==> config.mk <==
export PLATFORM = sky130hd
export DESIGN_NAME = apb_fifo_regs
export DESIGN_NICKNAME = d
export VERILOG_FILES = /design/src/rtl/apb_fifo_regs_pkg.sv /design/src/rtl/apb_fifo_regs_byte_fifo.sv /design/src/rtl/apb_fifo_regs.sv
export SDC_FILE = /design/constraint.sdc
export NUM_CORES = 1
export LEC_CHECK = 0
export ABC_AREA = 1
export CORE_MARGIN = 2
export CORE_UTILIZATION = 65
export CTS_CLUSTER_DIAMETER = 150
export CTS_CLUSTER_SIZE = 40
export DETAILED_ROUTE_END_ITERATION = 10
export GPL_TIMING_DRIVEN = 0
export PLACE_DENSITY = 0.83
export SYNTH_ARGS = -nofsm -noshare
export SYNTH_HDL_FRONTEND = slang
export SYNTH_SLANG_ARGS = --single-unit
==> constraint.sdc <==
create_clock -name CLK -period 5.69 [get_ports CLK]
set_input_delay 1.4225 -clock CLK [delete_from_list [all_inputs] [get_ports CLK]]
set_output_delay 1.4225 -clock CLK [all_outputs]
set_load 0.01 [all_outputs]
==> src/rtl/apb_fifo_regs_pkg.sv <==
// Shared address map, register bit positions and CTRL layout for apb_fifo_regs.
package apb_fifo_regs_pkg;

    localparam logic [4:0] ADDR_ID           = 5'h00;
    localparam logic [4:0] ADDR_CTRL         = 5'h01;
    localparam logic [4:0] ADDR_STATUS       = 5'h02;
    localparam logic [4:0] ADDR_DATA         = 5'h03;
    localparam logic [4:0] ADDR_SCRATCH_BASE = 5'h10;

    localparam int unsigned CTRL_CLR  = 0;
    localparam int unsigned CTRL_IE   = 1;
    localparam int unsigned ST_EMPTY  = 0;
    localparam int unsigned ST_FULL   = 1;
    localparam int unsigned ST_OVF    = 2;
    localparam int unsigned ST_UNF    = 3;

    typedef struct packed {
        logic [3:0] ws;
        logic [1:0] rsvd;
        logic       ie;
        logic       clr;
    } ctrl_t;

endpackage

==> src/rtl/apb_fifo_regs_byte_fifo.sv <==
// Byte FIFO with power-of-two depth, wrapping pointers and an explicit level count.
module byte_fifo #(
    parameter int unsigned DEPTH = 8
) (
    input  logic                       clk,
    input  logic                       rst_n,
    input  logic                       clr,
    input  logic                       push,
    input  logic                       pop,
    input  logic [7:0]                 din,
    output logic [7:0]                 dout,
    output logic [$clog2(DEPTH):0]     level,
    output logic                       empty,
    output logic                       full
);
    localparam int unsigned AW = $clog2(DEPTH);
    localparam int unsigned LW = AW + 1;

    logic [7:0]    mem_q [DEPTH];
    logic [AW-1:0] wptr_q, wptr_d, rptr_q, rptr_d;
    logic [LW-1:0] level_q, level_d;
    logic          do_push, do_pop;

    assign empty   = (level_q == '0);
    assign full    = (level_q == LW'(DEPTH));
    assign level   = level_q;
    assign dout    = mem_q[rptr_q];
    assign do_push = push & ~full;
    assign do_pop  = pop & ~empty;

    always_comb begin
        wptr_d  = wptr_q;
        rptr_d  = rptr_q;
        level_d = level_q;
        if (clr) begin
            wptr_d  = '0;
            rptr_d  = '0;
            level_d = '0;
        end else begin
            if (do_push) wptr_d = wptr_q + AW'(1);
            if (do_pop)  rptr_d = rptr_q + AW'(1);
            level_d = level_q + LW'(do_push) - LW'(do_pop);
        end
    end

    always_ff @(posedge clk or negedge rst_n) begin
        if (!rst_n) begin
            wptr_q  <= '0;
            rptr_q  <= '0;
            level_q <= '0;
            for (int i = 0; i < int'(DEPTH); i++) mem_q[i] <= '0;
        end else begin
            wptr_q  <= wptr_d;
            rptr_q  <= rptr_d;
            level_q <= level_d;
            if (do_push && !clr) mem_q[wptr_q] <= din;
        end
    end

endmodule

==> src/rtl/apb_fifo_regs.sv <==
// APB register block: ID, CTRL, STATUS, FIFO data port, 16 scratch registers, wait states.
// Optional PSLVERR output when APB_PSLVERR_EN is defined.
module apb_fifo_regs
    import apb_fifo_regs_pkg::*;
#(
    parameter int unsigned FIFO_DEPTH = 8,
    parameter logic [3:0]  WS_RESET   = 4'd0,
    parameter logic [7:0]  ID_VALUE   = 8'hB8
) (
    input  logic       CLK,
    input  logic       RESETn,
    input  logic       PSEL,
    input  logic [4:0] PADDR,
    input  logic       PENABLE,
    input  logic       PWRITE,
    input  logic [7:0] PWDATA,
    output logic [7:0] PRDATA,
    output logic       PREADY,
`ifdef APB_PSLVERR_EN
    output logic       PSLVERR,
`endif
    output logic       irq
);
    localparam int unsigned LW = $clog2(FIFO_DEPTH) + 1;

    ctrl_t         ctrl_q, ctrl_d;
    logic          ovf_q, ovf_d, unf_q, unf_d;
    logic [7:0]    scratch_q [16];
    logic [3:0]    wcnt_q, wcnt_d;
    logic          irq_q;

    logic [7:0]    fifo_dout;
    logic [LW-1:0] fifo_level;
    logic          fifo_empty, fifo_full;
    logic          fifo_push, fifo_pop, fifo_clr;

    logic          access, complete, wr, rd;
    logic          sel_id, sel_ctrl, sel_status, sel_data, sel_scr, mapped;
    logic [7:0]    status, rdata;

    assign access     = PSEL & PENABLE;
    assign PREADY     = access ? (wcnt_q == 4'd0) : 1'b1;
    assign complete   = access & PREADY;
    assign wr         = complete & PWRITE;
    assign rd         = complete & ~PWRITE;

    assign sel_id     = (PADDR == ADDR_ID);
    assign sel_ctrl   = (PADDR == ADDR_CTRL);
    assign sel_status = (PADDR == ADDR_STATUS);
    assign sel_data   = (PADDR == ADDR_DATA);
    assign sel_scr    = ((PADDR & 5'h10) == ADDR_SCRATCH_BASE);
    assign mapped     = sel_id | sel_ctrl | sel_status | sel_data | sel_scr;

    assign fifo_push  = wr & sel_data & ~fifo_full;
    assign fifo_pop   = rd & sel_data & ~fifo_empty;
    assign fifo_clr   = wr & sel_ctrl & PWDATA[CTRL_CLR];

    always_comb begin
        status           = '0;
        status[7:4]      = 4'(fifo_level);
        status[ST_UNF]   = unf_q;
        status[ST_OVF]   = ovf_q;
        status[ST_FULL]  = fifo_full;
        status[ST_EMPTY] = fifo_empty;
    end

    always_comb begin
        rdata = 8'h00;
        if (sel_id)          rdata = ID_VALUE;
        else if (sel_ctrl)   rdata = ctrl_q;
        else if (sel_status) rdata = status;
        else if (sel_data)   rdata = fifo_empty ? 8'h00 : fifo_dout;
        else if (sel_scr)    rdata = scratch_q[PADDR[3:0]];
    end

    // Registers only change on the complete cycle, so PRDATA holds through wait states.
    assign PRDATA = access ? rdata : 8'h00;

`ifdef APB_PSLVERR_EN
    assign PSLVERR = complete & (~mapped | (PWRITE & sel_id)
                               | (PWRITE & sel_data & fifo_full)
                               | (~PWRITE & sel_data & fifo_empty));
`endif

    always_comb begin
        wcnt_d = wcnt_q;
        if (PSEL && !PENABLE)              wcnt_d = ctrl_q.ws;
        else if (access && wcnt_q != 4'd0) wcnt_d = wcnt_q - 4'd1;
    end

    always_comb begin
        ctrl_d = ctrl_q;
        ovf_d  = ovf_q;
        unf_d  = unf_q;
        if (wr && sel_ctrl) begin
            ctrl_d.ws = PWDATA[7:4];
            ctrl_d.ie = PWDATA[CTRL_IE];
        end
        if (wr && sel_status) begin
            if (PWDATA[ST_UNF]) unf_d = 1'b0;
            if (PWDATA[ST_OVF]) ovf_d = 1'b0;
        end
        if (wr && sel_data && fifo_full)  ovf_d = 1'b1;
        if (rd && sel_data && fifo_empty) unf_d = 1'b1;
    end

    always_ff @(posedge CLK or negedge RESETn) begin
        if (!RESETn) begin
            ctrl_q <= '{ws: WS_RESET, rsvd: 2'b00, ie: 1'b0, clr: 1'b0};
            ovf_q  <= 1'b0;
            unf_q  <= 1'b0;
            wcnt_q <= 4'd0;
            irq_q  <= 1'b0;
            for (int i = 0; i < 16; i++) scratch_q[i] <= 8'h00;
        end else begin
            ctrl_q <= ctrl_d;
            ovf_q  <= ovf_d;
            unf_q  <= unf_d;
            wcnt_q <= wcnt_d;
            irq_q  <= ctrl_q.ie & ~fifo_empty;
            if (wr && sel_scr) scratch_q[PADDR[3:0]] <= PWDATA;
        end
    end

    assign irq = irq_q;

    byte_fifo #(
        .DEPTH (FIFO_DEPTH)
    ) u_fifo (
        .clk   (CLK),
        .rst_n (RESETn),
        .clr   (fifo_clr),
        .push  (fifo_push),
        .pop   (fifo_pop),
        .din   (PWDATA),
        .dout  (fifo_dout),
        .level (fifo_level),
        .empty (fifo_empty),
        .full  (fifo_full)
    );

endmodule

==> flow_summary.json <==
{
  "final_core_util_pct": 72.2,
  "ctsHtreeMaxLevel": 1,
  "crit_type": "in -> out",
  "grt_pass1_wl_mm": 43.6,
  "clockBufferDepth": 3,
  "cts_sinks": 214,
  "postCtsHoldBufs": 0,
  "cp-start-kind": "primary input",
  "ys_seq_elements": 214,
  "worst_slew_pin_slew_ns": 0.772,
  "yosysTopAreaCell": "dfrtp_1",
  "hold_violations": 0,
  "fill_cells": 1206,
  "synthCells": 1226,
  "vdd_ir_drop_max_uv": 223,
  "grt.total_usage_pct": 33.7,
  "yosys_warnings": 0,
  "cpMaxStageDelayCell": "clkdlybuf4s50_1",
  "rows": 45,
  "grt_overflow": 0,
  "met1_length_mm": 11.7,
  "synthArstFlopShare_pct": 100,
  "vias": 8768,
  "synth_top_area_share_pct": 52.5,
  "finalWeightedCongestion": 0.985,
  "vias_per_cell": 5.95,
  "drt_wl_total_mm": 27.0,
  "required_ns": 4.27,
  "slew_violations": 0,
  "synthToLayoutAreaGrowth_pct": 8.03,
  "endpoint_kind": "primary output",
  "synthFlopType": "dfrtp_1",
  "clk_pin_slew_ns": 0.10,
  "rsz0062_at_grt": "false",
  "min_path_cells": 2,
  "crit_chain": "clkdlybuf4s50_1 > buf_2 > nor2_1 > buf_2 > buf_2 > nand2_1 > nand4_1 > nand2_1 > nand2_1 > o21ai_1 > nand3_1 > nand2_1 > inv_1 > clkdlybuf4s50_1",
  "fp.coreArea_um2": 15300,
  "dr_wl_met3_mm": 2.48,
  "place_ws_ns": 0.150,
  "yosysMostFrequentCell": "nand2_1",
  "fin_skew_ns": 0.0269,
  "maxSlewHeadroom_pct": 48.5,
  "nNetsFinal": 1292,
  "synth-edff-count": 0,
  "grt_pass1_vias": 8187,
  "fp.dieArea_um2": 16700,
  "antenna_left": 0,
  "dr.pass1.iters": 5,
  "power_density_nw_per_um2": 244,
  "drive_above_1_share_pct": 8.16,
  "finalSetupViolCount": 0,
  "setup_tns_ns": 0,
  "finalCriticalPeriod_ns": 5.57,
  "diodes": 0,
  "cts_setup_buffers": 0,
  "worst_slack_ns": 0.121,
  "dp_hpwl_mm": 19.0,
  "cp_max_fo": 10,
  "cts_buffers": 9,
  "synth_area_um2": 10200,
  "slowest_delay_ns": 0.53,
  "status": "finished clean",
  "wl_per_cell_um": 18.3,
  "die_w_um": 129,
  "wl_met2_mm": 12.0,
  "crit_top_cell": "nand2_1",
  "p_leak_nw": 5.28,
  "io_buffers": 26,
  "worstPathArrival_ns": 4.15,
  "grt_max_degree": 112,
  "synth_cell_types": 32,
  "period_share_pct": 97.9,
  "synth_fp_nets": 1254,
  "max_clock_freq_mhz": 180,
  "maxUsedRoutingLayer": "met5",
  "ys_seq_area_share_pct": 52.5,
  "cts_tree": "built",
  "die_h_um": 129,
  "synth_common_cells": "411 x nand2_1, 214 x dfrtp_1, 166 x o21ai_0",
  "drt_iter0_drc": 1068,
  "hold_path_class": "reg -> reg",
  "clk_latency_ns": 0.47,
  "drc": 0,
  "start_util_pct": 66.8,
  "maxCapViolations": 0,
  "io_pins": 28,
  "synthTopCellsByArea": "dfrtp_1 53%, nand2_1 15%, o21ai_0 8.1%",
  "root_buffer": "clkbuf_16",
  "antenna_found_initial": 1,
  "rr_worst_depth": 16,
  "avgSynthCellArea_um2": 8.32
}
[per-layer routing]
metal	global-route usage [%]	vias up
met1	50.3	4225
li1	-	4057
met3	6.56	67
met4	10.9	2
met5	0	-
met2	50.2	417
[layout make-up]
type	count	area [um^2]	share of cell area (%)
flip-flops and latches	214	5360	48.6
plain buffers	68	468	4.25
clock buffers	9	225	2.04
repair buffers	27	293	2.66
inverters	69	259	2.35
clock inverters	1	30.0	0.273
multi-input cells	875	4130	37.4
well taps	211	264	2.40
[where the power goes]
group / internal, mW / total, mW / switching [mW] / leakage (nW)
logic: 0.0982 / 0.317 / 0.219 / 2.24
clock network: 0.299 / 0.776 / 0.476 / 0.122
registers: 1.57 / 1.59 / 0.0258 / 2.92
[registers in the layout (all words and copies together) (netlist names)]
| register | count |
|---|---|
| u_fifo.level | 4 |
| unf_q | 1 |
| scratch_q | 128 |
| u_fifo.rptr_q | 3 |
| ovf_q | 1 |
| wcnt_q | 4 |
| irq | 1 |
| u_fifo.mem_q | 64 |
| u_fifo.wptr_q | 3 |
| ctrl_q | 5 |
[what timing repair did]
item / 4_1_cts / 5_1_grt
gates resized for setup: 0 / 3
hold endpoints to repair: 0 / 0
endpoints found under the setup margin: 0 / 3
[layout by cell type (no fill, tap or decap), drive strengths merged]
| master | instances |
|---|---|
| a21oi | 15 |
| a221oi | 1 |
| a22oi | 16 |
| buf | 42 |
| clkbuf | 37 |
| clkdlybuf4s50 | 25 |
| clkinv | 2 |
| dfrtp | 214 |
| fa | 1 |
| ha | 9 |
| inv | 68 |
| nand2 | 439 |
| nand3 | 31 |
| nand3b | 2 |
| nand4 | 20 |
| nor2 | 78 |
| o211ai | 6 |
| o21ai | 248 |
| o21bai | 1 |
| o221ai | 4 |
| o22ai | 1 |
| or2 | 2 |
| xor2 | 1 |
[critical path: cells and delay by family]
kind | cells | cell delay, ns
buffers and inverters | 6 | 1.86
AOI/OAI and AO/OA | 1 | 0.15
and+or+nand+nor | 7 | 0.71
[cell families after synthesis]
family          synth area share [%]
simple gates                    24.0
compound gates                  15.1
buf+inv                         7.05
xor+xnor                      0.0859
flops                           52.5
fa+ha+maj                       1.30
[worst paths after layout]
check	from	to	slack (ns)
worst max-delay path	PADDR[0]	PRDATA[6]	0.12
worst min-delay path	scratch_q[84]	scratch_q[84]	0.50
worst max register to register	wcnt_q[0]	u_fifo.level[2]	2.92
worst min register to register	scratch_q[84]	scratch_q[84]	0.50
max in group asynchronous	RESETn	u_fifo.mem_q[25]	3.76
min in group asynchronous	RESETn	scratch_q[44]	0.93
[metrics by stage]
step	instances	cell area (um^2)	power [mW]	hold WS, ns
detailed placement	1464	10800	1.93	0.473
global placement	1463	10700	1.92	0.466
floorplan	1226	10200	1.80	0.453
global route	1474	11000	2.78	0.520
finish	1474	11000	2.68	0.501
CTS	1474	11000	2.68	0.501
(Power assumes the default switching activity.)
